### config.mk
export PLATFORM = sky130hd
export DESIGN_NAME = dc_sweep_sequencer_flat
export DESIGN_NICKNAME = d
export VERILOG_FILES = /design/src/rtl/dc_sweep_sequencer_if.sv /design/src/rtl/dc_sweep_sequencer.sv /design/src/flat_wrapper.sv
export SDC_FILE = /design/constraint.sdc
export NUM_CORES = 1
export LEC_CHECK = 0
export ABC_AREA = 1
export CAP_MARGIN = 20
export CORE_ASPECT_RATIO = 1.25
export CORE_MARGIN = 2
export CORE_UTILIZATION = 45
export DETAILED_ROUTE_END_ITERATION = 6
export PLACE_DENSITY = 0.83
export SKIP_LAST_GASP = 1
export SYNTH_ARGS = -nofsm -noshare
export SYNTH_HDL_FRONTEND = slang
export SYNTH_SLANG_ARGS = --single-unit
### constraint.sdc
create_clock -name clk -period 8.5 [get_ports clk]
set_clock_uncertainty 0.05 [all_clocks]
set_input_delay 1.7 -clock clk [delete_from_list [all_inputs] [get_ports clk]]
set_output_delay 1.7 -clock clk [all_outputs]
set_load 0.05 [all_outputs]
### src/rtl/dc_sweep_sequencer_if.sv
// dc_sweep_sequencer_if: control, DAC, ADC and result-stream signals of the sweep sequencer; master = environment, slave = sequencer
interface dc_sweep_sequencer_if #(
  parameter int DAC_W = 8,
  parameter int ADC_W = 10
);
  logic             start;
  logic             abort;
  logic [DAC_W-1:0] start_code;
  logic [DAC_W-1:0] stop_code;
  logic [DAC_W-1:0] step_code;
  logic [DAC_W-1:0] dac_code;
  logic             dac_load;
  logic             adc_req;
  logic             adc_ack;
  logic [ADC_W-1:0] adc_data;
  logic             res_valid;
  logic             res_ready;
  logic [DAC_W-1:0] res_code;
  logic [ADC_W-1:0] res_data;
  logic             busy;
  logic             done;
  modport master (
    output start, abort, start_code, stop_code, step_code, adc_ack, adc_data, res_ready,
    input  dac_code, dac_load, adc_req, res_valid, res_code, res_data, busy, done
  );
  modport slave (
    input  start, abort, start_code, stop_code, step_code, adc_ack, adc_data, res_ready,
    output dac_code, dac_load, adc_req, res_valid, res_code, res_data, busy, done
  );
endinterface

### src/rtl/dc_sweep_sequencer.sv
// dc_sweep_sequencer: steps a DAC code start..stop, settles, requests an ADC conversion and streams (code,result); ports clk, rst, bus (dc_sweep_sequencer_if.slave)
module dc_sweep_sequencer #(
  parameter int DAC_W = 8,
  parameter int ADC_W = 10,
  parameter int SETTLE_CYCLES = 16
) (
  input logic clk,
  input logic rst,
  dc_sweep_sequencer_if.slave bus
);
  localparam int CW = SETTLE_CYCLES > 1 ? $clog2(SETTLE_CYCLES) : 1;
  typedef enum logic [2:0] {IDLE, LOAD, SETTLE, SAMPLE, EMIT, NEXT, DONE} state_t;
  state_t state_q, state_d;
  logic [DAC_W-1:0] cur_q, cur_d, stop_q, stop_d, step_q, step_d, dac_q, dac_d, rcode_q, rcode_d;
  logic [ADC_W-1:0] rdata_q, rdata_d;
  logic [CW-1:0] cnt_q, cnt_d;
  logic [DAC_W:0] sum;
  assign sum = {1'b0, cur_q} + {1'b0, step_q};
  always_comb begin
    state_d = state_q;
    cur_d = cur_q;
    stop_d = stop_q;
    step_d = step_q;
    dac_d = dac_q;
    rcode_d = rcode_q;
    rdata_d = rdata_q;
    cnt_d = cnt_q;
    case (state_q)
      IDLE: if (bus.start) begin
        cur_d = bus.start_code;
        dac_d = bus.start_code;
        stop_d = bus.stop_code;
        step_d = bus.step_code;
        state_d = LOAD;
      end
      LOAD: begin
        cnt_d = CW'(SETTLE_CYCLES - 1);
        state_d = SETTLE;
      end
      SETTLE: begin
        cnt_d = cnt_q - 1'b1;
        state_d = cnt_q == '0 ? SAMPLE : SETTLE;
      end
      SAMPLE: if (bus.adc_ack) begin
        rcode_d = cur_q;
        rdata_d = bus.adc_data;
        state_d = EMIT;
      end
      EMIT: state_d = bus.res_ready ? NEXT : EMIT;
      NEXT: if (step_q == '0 || sum > {1'b0, stop_q}) state_d = DONE;
      else begin
        cur_d = sum[DAC_W-1:0];
        dac_d = sum[DAC_W-1:0];
        state_d = LOAD;
      end
      default: state_d = IDLE;
    endcase
    if (bus.abort) begin
      state_d = IDLE;
      dac_d = dac_q;
      cur_d = cur_q;
      stop_d = stop_q;
      step_d = step_q;
    end
  end
  always_ff @(posedge clk) begin
    if (rst) begin
      state_q <= IDLE;
      cur_q <= '0;
      stop_q <= '0;
      step_q <= '0;
      dac_q <= '0;
      rcode_q <= '0;
      rdata_q <= '0;
      cnt_q <= '0;
    end else begin
      state_q <= state_d;
      cur_q <= cur_d;
      stop_q <= stop_d;
      step_q <= step_d;
      dac_q <= dac_d;
      rcode_q <= rcode_d;
      rdata_q <= rdata_d;
      cnt_q <= cnt_d;
    end
  end
  assign bus.dac_code = dac_q;
  assign bus.dac_load = state_q == LOAD;
  assign bus.adc_req = state_q == SAMPLE;
  assign bus.res_valid = state_q == EMIT;
  assign bus.res_code = rcode_q;
  assign bus.res_data = rdata_q;
  assign bus.busy = !(state_q == IDLE || state_q == DONE);
  assign bus.done = state_q == DONE;
endmodule

### src/flat_wrapper.sv
// flat-port wrapper written by rule: the top's interface ports become plain ports
module dc_sweep_sequencer_flat 
#(
  parameter int DAC_W = 8,
  parameter int ADC_W = 10,
  parameter int SETTLE_CYCLES = 16
)
  (clk, rst, bus_start, bus_abort, bus_start_code, bus_stop_code, bus_step_code, bus_adc_ack, bus_adc_data, bus_res_ready, bus_dac_code, bus_dac_load, bus_adc_req, bus_res_valid, bus_res_code, bus_res_data, bus_busy, bus_done);
  dc_sweep_sequencer_if #(.DAC_W(DAC_W), .ADC_W(ADC_W)) bus_i ();
  input logic clk;
  input logic rst;
  input wire logic [$bits(bus_i.start)-1:0] bus_start;
  input wire logic [$bits(bus_i.abort)-1:0] bus_abort;
  input wire logic [$bits(bus_i.start_code)-1:0] bus_start_code;
  input wire logic [$bits(bus_i.stop_code)-1:0] bus_stop_code;
  input wire logic [$bits(bus_i.step_code)-1:0] bus_step_code;
  input wire logic [$bits(bus_i.adc_ack)-1:0] bus_adc_ack;
  input wire logic [$bits(bus_i.adc_data)-1:0] bus_adc_data;
  input wire logic [$bits(bus_i.res_ready)-1:0] bus_res_ready;
  output wire logic [$bits(bus_i.dac_code)-1:0] bus_dac_code;
  output wire logic [$bits(bus_i.dac_load)-1:0] bus_dac_load;
  output wire logic [$bits(bus_i.adc_req)-1:0] bus_adc_req;
  output wire logic [$bits(bus_i.res_valid)-1:0] bus_res_valid;
  output wire logic [$bits(bus_i.res_code)-1:0] bus_res_code;
  output wire logic [$bits(bus_i.res_data)-1:0] bus_res_data;
  output wire logic [$bits(bus_i.busy)-1:0] bus_busy;
  output wire logic [$bits(bus_i.done)-1:0] bus_done;
  assign bus_i.start = bus_start;
  assign bus_i.abort = bus_abort;
  assign bus_i.start_code = bus_start_code;
  assign bus_i.stop_code = bus_stop_code;
  assign bus_i.step_code = bus_step_code;
  assign bus_i.adc_ack = bus_adc_ack;
  assign bus_i.adc_data = bus_adc_data;
  assign bus_i.res_ready = bus_res_ready;
  assign bus_dac_code = bus_i.dac_code;
  assign bus_dac_load = bus_i.dac_load;
  assign bus_adc_req = bus_i.adc_req;
  assign bus_res_valid = bus_i.res_valid;
  assign bus_res_code = bus_i.res_code;
  assign bus_res_data = bus_i.res_data;
  assign bus_busy = bus_i.busy;
  assign bus_done = bus_i.done;
  dc_sweep_sequencer #(.DAC_W(DAC_W), .ADC_W(ADC_W), .SETTLE_CYCLES(SETTLE_CYCLES)) u_core (.clk(clk), .rst(rst), .bus(bus_i));
endmodule
=== After elaboration in Yosys (flattened, before gate mapping) ===
Index checks and enable logic that the tools add are counted.
Widths: inputs -> output; s select.

* Add/subtract/negate cells: 2
* Order comparisons: 1
* Equal/unequal tests: 9
* Muxes and demuxes: 10
* Bitwise logic cells: 1
* Reduce and logical (&&, ||, !) cells: 13

{| class="wikitable"
|+ Operators with widths
! operator !! count
|-
| $pmux 3 s6 || 1
|-
| $mux 8 || 2
|-
| $pmux 8 s2 || 1
|-
| $add 8x8->9 || 1
|-
| $eq 3x3->1 const B || 3
|-
| $gt 9x8->1 || 1
|-
| $mux 3 || 3
|-
| $logic_not 8->1 || 1
|-
| $pmux 4 s2 || 1
|-
| $eq 3x2->1 const B || 2
|-
| $ne 2x2->1 const B || 3
|-
| $logic_not 4->1 || 1
|-
| $reduce_and 2->1 || 2
|-
| $reduce_and 4->1 || 1
|-
| $reduce_bool 2->1 || 2
|-
| $sub 4x1->4 const B || 1
|-
| $eq 3x1->1 const B || 1
|-
| $logic_not 3->1 || 1
|-
| $reduce_and 3->1 || 1
|-
| $logic_or 1x1->1 || 2
|-
| $mux 1 || 2
|-
| $reduce_or 2->1 || 1
|-
| $logic_not 1->1 || 1
|-
| $not 1->1 || 1
|}

* Bits in registers: 49
* Input port bits: 40
* Output and inout port bits: 31
* Logic and storage cells: 43

=== Longest topological paths before layout ===
Gate-level depths: netlist of run 1.

* Word-level depth: 5
* Mapped depth: 25
* Depth with buffers taken out: 24

=== Worst setup path after synthesis of run 1 ===
No wires, ideal clock.

* Path type: register to output
* Start: register u_core.state_q[1]
* End: output bus_busy
* Arrival: 1743 ps
* Required time: 6750 ps
* Setup slack: 5007 ps
* Stages on the path, launching flop included: 6
* Buffers on the path: 0
* Cells stage by stage: dfxtp_1 -> inv_1 -> nor2_1 -> inv_1 -> nor2_1 -> nor2_1

* Word-level cells in the longest chain between the ends: 3
* Elaborated cells on any way between the ends: 4
* Those cells by class: 1 x eq/ne; 3 x reduce/logical

{| class="wikitable"
|+ RTL lines
! element !! line !! RTL
|-
| from (decl) || dc_sweep_sequencer.sv:13 || <nowiki>state_t state_q, state_d;</nowiki>
|-
| from (signal assigned) || dc_sweep_sequencer.sv:77 || <nowiki>state_q <= state_d;</nowiki>
|-
| $eq 3x3->1 || - ||
|-
| via bus_done || flat_wrapper.sv:27 || <nowiki>output wire logic [$bits(bus_i.done)-1:0] bus_done;</nowiki>
|-
| $logic_or 1x1->1 || dc_sweep_sequencer.sv:93 || <nowiki>assign bus.busy = !(state_q == IDLE || state_q == DONE);</nowiki>
|-
| $logic_not 1->1 || dc_sweep_sequencer.sv:93 ||
|-
| to (decl) || flat_wrapper.sv:26 || <nowiki>output wire logic [$bits(bus_i.busy)-1:0] bus_busy;</nowiki>
|}

The timed path passes the listed nets, and every way through them passes these cells.

=== Worst setup path in the final report of run 1 ===
* Start: register u_core.state_q[1]
* End: output bus_adc_req

* Word-level cells in the longest chain between the ends: 1

{| class="wikitable"
|+ RTL lines
! element !! line !! RTL
|-
| $eq 3x2->1 || dc_sweep_sequencer.sv:89 || <nowiki>assign bus.adc_req = state_q == SAMPLE;</nowiki>
|-
| to (decl) || flat_wrapper.sv:22 || <nowiki>output wire logic [$bits(bus_i.adc_req)-1:0] bus_adc_req;</nowiki>
|}

No other way between the ends.

==> results_dict.tcl, run 1 <==
set metrics [dict create \
    sequence_of_cells_on_the_critical_path "inv_1 -> nor3_2 -> buf_4 -> clkdlybuf4s50_1" \
    post-synth-top-count-cell "sky130_fd_sc_hd__nand2_1" \
    worst-endpoint-arrival_ns 2.11 \
    worstSkewPairLatency_ns 0.30 \
    num_antenna_cells 0 \
    dp.final_hpwl_um 4829 \
    grt_setup_unrepaired "false" \
    final.min_clock_period_ns 3.855 \
    pre_cts_slack_ns 4.780 \
    global_route.usage.met3_pct 3.269 \
    grt_first_pass_wirelength_um 10470 \
    starting_density_of_the_core_pct 45.67 \
    initial_antenna_violation_count 0 \
    maxCapViolCount 0 \
    grt_start_max_net_pins 27 \
    totalNegativeSetupSlack_ns 0 \
    p_leak_nw 1.528 \
    grt.total_usage_pct 20.43 \
    synth-warning-count 0 \
    critPathLaunchType "register" \
    i_o_pin_cnt 71 \
    async_reset_ff_share_pct 0 \
    mappedNetlistNets 432 \
    globalRouteMet1Util_pct 23.28 \
    yosys_most_used_dff "sky130_fd_sc_hd__dfxtp_1" \
    path_class "register to output port" \
    critical_path_buf_inv_count 3 \
    internal_power_uw 385.3 \
    clock_tree_root_driver_cell "sky130_fd_sc_hd__clkbuf_8" \
    portBuffers 70 \
    post_synth_edffs 0 \
    grt_pass1_vias 2419 \
    syn_inst 374 \
    grt_remaining_overflow 0 \
    tritoncts "done" \
    number_of_cells_in_the_finished_layout_apart_from_fillers 506 \
    design.core.area_um2 5702 \
    tightest_slew_ns 0.7894 \
    ant_nets 0 \
    p_sw_share_pct 30.63 \
    layout-drive-gt1-share_pct 5.227 \
    total_power_uw 555.5 \
    report.final.setup_viol 0 \
    cp_slowest_cell "sky130_fd_sc_hd__clkdlybuf4s50_1" \
    grt_util_met2_pct 38.64 \
    clockPowerShare_pct 30.2 \
    post-synth-top-area-cell "sky130_fd_sc_hd__dfxtp_1" \
    worst_hold_path_type "register to register" \
    unique_cell_type_count_in_the_yosys_netlist 30 \
    detailedRoute.firstPassIterationCount 4 \
    cts_buffers 5 \
    synth.cells.most_frequent "89 x sky130_fd_sc_hd__nand2_1, 49 x sky130_fd_sc_hd__dfxtp_1, 48 x sky130_fd_sc_hd__nor2_1" \
    ys_seq_area_share_pct 37.67 \
    crit_path_max_incr_delay_ns 0.85 \
    globalRoute.busiestLayer "met2" \
    core.rowCount 31 \
    layout_setup_ws_ns 4.645 \
    finalHoldViolations 0 \
    dieWidth_um 72.04 \
    count_of_routing_violations_after_the_opening_detailed_route_iteration 189 \
    max_transition_margin_pct 47.21 \
    fin_nets 497 \
    outcome "finished, final reports clean" \
    synth.cell_area_um2 2604 \
    floorplan.die_area_um2 6414 \
    postCtsSetupBuffers 0 \
    power_switching_uw 170.2 \
    synth.top_cells.by_area "sky130_fd_sc_hd__dfxtp_1 38%, sky130_fd_sc_hd__nand2_1 13%, sky130_fd_sc_hd__ha_1 8.2%" \
    cts_sinks 49 \
    power.sequential.fraction_pct 45.2 \
    synth_area_per_cell_um2 6.962 \
    netlist.area_leader.share_pct 37.67 \
    crit_path_end_kind "output port" \
    yosys_register_bits 49 \
    max_freq_mhz 259.4 \
    dp.cells 498 \
    routabilityCongestion 0.8755 \
    vias_per_cell 5.061 \
    syn2layout_area_growth_pct 32.44 \
    die_y_um 89.05 \
    wl_per_cell_um 12.56 \
    p_per_area_nw_per_um2 161.1 \
    wl_um 6355 \
    cts_htree_levels 2 \
    fraction_of_power_consumed_by_combinational_cells_pct 24.6 \
    required_ns 6.75 \
    vias 2561 \
    peakVddDrop_uv 116.0 \
    worst-path-max-fanout 22 \
    max-clock-path-buffers 2 \
    cts.clk_slew.worst_paths_ns 0.09 \
    holdBufCountCts 0 \
    cts_resized 0 \
    stdcell_area_um2 3448 \
    placed_cell_area_um2 3333 \
    post-route-period-util_pct 45.35 \
    timing.critical_path.max_delay_family "buffers and inverters" \
    final_max_slew_viol_count 0 \
    route.detailed.drc 0 \
]
==> sequential cells by signal, summed over array words and instances, names as in the netlist <==
name                 cells
u_core.bus.res_code      8
u_core.cnt_q             4
u_core.step_q            8
u_core.bus.res_data     10
u_core.stop_q            8
u_core.cur_q             8
u_core.state_q           3
==> worst paths after layout <==
kind	end	cells past startpoint	slack (ns)	start
max	bus_adc_req	4	4.64	u_core.state_q[1]
min	u_core.bus.res_code[2]	2	0.42	u_core.bus.res_code[2]
max reg2reg	u_core.cur_q[0]	21	5.08	u_core.cur_q[0]
min reg2reg	u_core.bus.res_code[2]	2	0.42	u_core.bus.res_code[2]
==> metrics by stage <==
step | utilization, % | hold slack [ns]
3_3_place_gp | 58.46 | 0.3977
6_report | 60.48 | 0.4167
5_1_grt | 60.48 | 0.4334
4_1_cts | 60.48 | 0.4170
3_5_place_dp | 58.46 | 0.4027
2_1_floorplan | - | 0.3849
==> cells in the final DEF (no fill, tap or decap) <==
cell / instances
sky130_fd_sc_hd__a211oi_1: 1
sky130_fd_sc_hd__a21boi_2: 1
sky130_fd_sc_hd__a21oi_1: 34
sky130_fd_sc_hd__a21oi_2: 1
sky130_fd_sc_hd__a221oi_1: 1
sky130_fd_sc_hd__a31oi_1: 1
sky130_fd_sc_hd__buf_4: 1
sky130_fd_sc_hd__bufinv_16: 1
sky130_fd_sc_hd__clkbuf_8: 5
sky130_fd_sc_hd__clkdlybuf4s50_1: 70
sky130_fd_sc_hd__clkinv_4: 1
sky130_fd_sc_hd__clkinvlp_4: 1
sky130_fd_sc_hd__dfxtp_1: 49
sky130_fd_sc_hd__fa_1: 1
sky130_fd_sc_hd__ha_1: 17
sky130_fd_sc_hd__inv_1: 45
sky130_fd_sc_hd__inv_2: 3
sky130_fd_sc_hd__nand2_1: 89
sky130_fd_sc_hd__nand2_2: 1
sky130_fd_sc_hd__nand3_1: 25
sky130_fd_sc_hd__nand4_1: 3
sky130_fd_sc_hd__nor2_1: 48
sky130_fd_sc_hd__nor2_4: 1
sky130_fd_sc_hd__nor3_1: 2
sky130_fd_sc_hd__nor3_2: 1
sky130_fd_sc_hd__nor3_4: 2
sky130_fd_sc_hd__nor3b_1: 1
sky130_fd_sc_hd__nor4_1: 2
sky130_fd_sc_hd__o211ai_1: 2
sky130_fd_sc_hd__o21ai_0: 22
sky130_fd_sc_hd__o21ai_2: 1
sky130_fd_sc_hd__or2_2: 3
sky130_fd_sc_hd__xnor2_1: 1
sky130_fd_sc_hd__xor2_1: 3
==> area by class of cell <==
type | count | area, um^2
Clock buffer | 5 | 68.82
Clock inverter | 3 | 46.29
Fill cell | 561 | 2253
Inverter | 48 | 180.2
Multi-Input combinational cell | 264 | 1381
Sequential cell | 49 | 980.9
Tap cell | 66 | 82.58
Timing Repair Buffer | 71 | 708.2
==> cell families (layout without fill, tap and decap cells) <==
group	after synthesis	after routing	synth area share [%]
and+or+nand+nor	178	178	29.26
AOI/OAI and AO/OA	64	64	13.31
DFF	49	49	37.67
xor gates and xnor gates	4	4	1.346
adders and majority gates	18	18	8.938
buffers and inverters	61	127	9.466
==> routing by layer <==
| metal | vias to the layer above | wire, um |
|---|---|---|
| met3 | 7 | 252 |
| li1 | 1330 | - |
| met5 | - | 0 |
| met2 | 56 | 3293 |
| met1 | 1168 | 2737 |
| met4 | 0 | 72 |
==> power groups by stage <==
stage / Sequential (mW) / Clock, mW / Combinational, mW
final: 0.251 / 0.168 / 0.137
after global routing: 0.253 / 0.180 / 0.153
after CTS: 0.251 / 0.169 / 0.137
after detailed placement: 0.256 / 0 / 0.136
after global placement: 0.256 / 0 / 0.130
after floorplan: 0.265 / 0 / 0.0791
==> worst reg2reg max path: cells and delay by family (launching register included) <==
kind	cells	cell delay, ns
compound gates	2	0.28
xor+xnor	1	0.31
fa+ha+maj	3	0.97
buf+inv	1	0.05
flops	1	0.37
simple gates	14	1.33
No activity file was read; power rests on OpenSTA's default activity.
==> run 2, diff against run 1 <==
- clock period: 8.5 -> 4 ns (I/O delays scaled with it)
==> run 2 against run 1 <==
Net effect: sequential share of layout area shrank 0.31 points; sequential power grew 110%; final cell count grew 0.40%; total power grew 120%; cell area grew 1.1%.
==> results_dict.tcl, run 2 (synthesis results as in run 1) <==
set metrics [dict create \
    dp.cells 500 \
    largest_register_ff_count 10 \
    crit_path_end_kind "register" \
    timing.critical_path.max_delay_family "simple AND/OR/NAND/NOR gates" \
    number_of_cells_in_the_finished_layout_apart_from_fillers 508 \
    clock_tree_root_driver_cell "sky130_fd_sc_hd__clkbuf_8" \
    cts_sinks 49 \
    wl_um 6324 \
    crit_path_max_incr_delay_ns 0.41 \
    ant_nets 0 \
    dp.final_hpwl_um 4775 \
    critical_path_buf_inv_count 1 \
    cp_slowest_cell "sky130_fd_sc_hd__fa_1" \
    grt.total_usage_pct 21.02 \
    sequence_of_cells_on_the_critical_path "ha_1 -> fa_1 -> a21oi_1 -> o21ai_2 -> xor2_1 -> ha_1 -> nand2_1 -> inv_1 -> nand2_1 -> nand3_1 -> nand2_1 -> nand2_1 -> nand2_1 -> nand2_1 -> nand2_1 -> nand3_1 -> nand2_1 -> nand2_2 -> nand2_1 -> nand2_1 -> nor2_1" \
    max-clock-path-buffers 2 \
    num_antenna_cells 0 \
    stdcell_area_um2 3486 \
    routabilityCongestion 0.9318 \
    cts_htree_levels 2 \
    critPathLaunchType "register" \
    max_transition_margin_pct 55.51 \
    worst-path-max-fanout 15 \
    core.rowCount 31 \
    worst_hold_path_type "register to register" \
    grt_pass1_vias 2502 \
    report.final.setup_viol 0 \
    route.detailed.drc 0 \
    layout.cells.most_common "sky130_fd_sc_hd__nand2_1" \
    grt_remaining_overflow 0 \
    peakVddDrop_uv 174.9 \
    fin_nets 499 \
    finalHoldViolations 0 \
    pre_cts_slack_ns 0.8617 \
    outcome "finished, final reports clean" \
    i_o_pin_cnt 71 \
    cts_buffers 5 \
    syn2layout_area_growth_pct 33.88 \
    timing.reg2reg.worst_path_depth 21 \
    vias 2608 \
    grt_start_max_net_pins 27 \
    tightest_slew_ns 0.6666 \
    detailedRoute.firstPassIterationCount 4 \
    floorplan.die_area_um2 6414 \
    worst-path-stages 21 \
    design.core.area_um2 5702 \
    final.fill_count 516 \
    required_ns 4.20 \
    worst_path_most_repeated_cell "sky130_fd_sc_hd__nand2_1" \
    postCtsSetupBuffers 0 \
    worst-endpoint-arrival_ns 3.40 \
    grt_first_pass_wirelength_um 10620 \
    layout_common_cells "89 x sky130_fd_sc_hd__nand2_1, 70 x sky130_fd_sc_hd__clkdlybuf4s50_1, 49 x sky130_fd_sc_hd__dfxtp_1, 48 x sky130_fd_sc_hd__nor2_1, 45 x sky130_fd_sc_hd__inv_1" \
    tritoncts "done" \
    vias_per_cell 5.134 \
    initial_antenna_violation_count 0 \
    post-route-period-util_pct 80.05 \
    dieWidth_um 72.04 \
    holdBufCountCts 0 \
    wl_per_cell_um 12.45 \
    totalNegativeSetupSlack_ns 0 \
    die_y_um 89.05 \
    count_of_routing_violations_after_the_opening_detailed_route_iteration 112 \
    worstSkewPairLatency_ns 0.31 \
    final.min_clock_period_ns 3.202 \
    layout_setup_ws_ns 0.7981 \
    hold_depth 2 \
    placed_cell_area_um2 3348 \
    grt_setup_unrepaired "false" \
    p_leak_nw 1.552 \
    total_power_mw 1.246 \
    cts.clk_slew.worst_paths_ns 0.09 \
    maxCapViolCount 0 \
    p_per_area_nw_per_um2 357.3 \
    path_class "register to register" \
    layout-drive-gt1-share_pct 5.656 \
    portBuffers 70 \
    final_max_slew_viol_count 0 \
    max_freq_mhz 312.3 \
    starting_density_of_the_core_pct 45.67 \
    cts_resized 0 \
]
run 2: cell types whose count changed in the layout (fill, tap and decap cells not counted), sizes merged:
cell | previous run | this run
buf | 1 | 3
bufinv | 1 | 2
clkinv | 1 | 0
inv | 48 | 49
clkinvlp | 1 | 0
run 2: path summary, 6_finish.rpt:
check / startpoint / to / slack, ns
min reg2reg: u_core.bus.res_data[1] / u_core.bus.res_data[1] / 0.41
min: u_core.bus.res_data[1] / u_core.bus.res_data[1] / 0.41
max reg2reg: u_core.cur_q[0] / u_core.cur_q[4] / 0.80
max: u_core.cur_q[0] / u_core.cur_q[4] / 0.80
run 2: metal layers:
layer	GRT usage (%)	vias up	wire length [um]
li1	-	1334	-
met1	22.91	1171	2560
met2	39.31	89	3233
met3	4.171	14	354
met4	9.262	0	176
met5	0	-	0
run 2: cell type report:
| class | count | area [um^2] | area share, % |
|---|---|---|---|
| clock buffers | 5 | 68.82 | 1.974 |
| well taps | 66 | 82.58 | 2.369 |
| clock inverters | 3 | 68.82 | 1.974 |
| repair buffers | 73 | 723.2 | 20.75 |
| flip-flops and latches | 49 | 980.9 | 28.14 |
| multi-input cells | 264 | 1381 | 39.63 |
| inverters | 48 | 180.2 | 5.169 |
run 2: per-stage QoR:
stage,hold WS (ns),util (%)
6_report,0.4149,61.14
5_1_grt,0.4323,61.14
4_1_cts,0.4179,61.14
3_5_place_dp,0.4036,58.72
3_3_place_gp,0.3972,58.72
2_1_floorplan,0.3849,-
run 2: worst reg2reg max path, delay by kind of cell (launching register included):
family	cells	cell delay, ns
AND/OR/NAND/NOR	14	1.19
buffers and inverters	1	0.05
AO/OA/AOI/OAI	2	0.29
XOR/XNOR	1	0.25
flip-flops	1	0.37
adder cells (fa/ha/maj)	3	0.96
run 2: power by group:
group	switching [mW]	total, mW	internal [mW]
logic	0.168	0.289	0.121
clock network	0.173	0.424	0.252
registers	0.0210	0.533	0.512
total	0.361	1.25	0.884
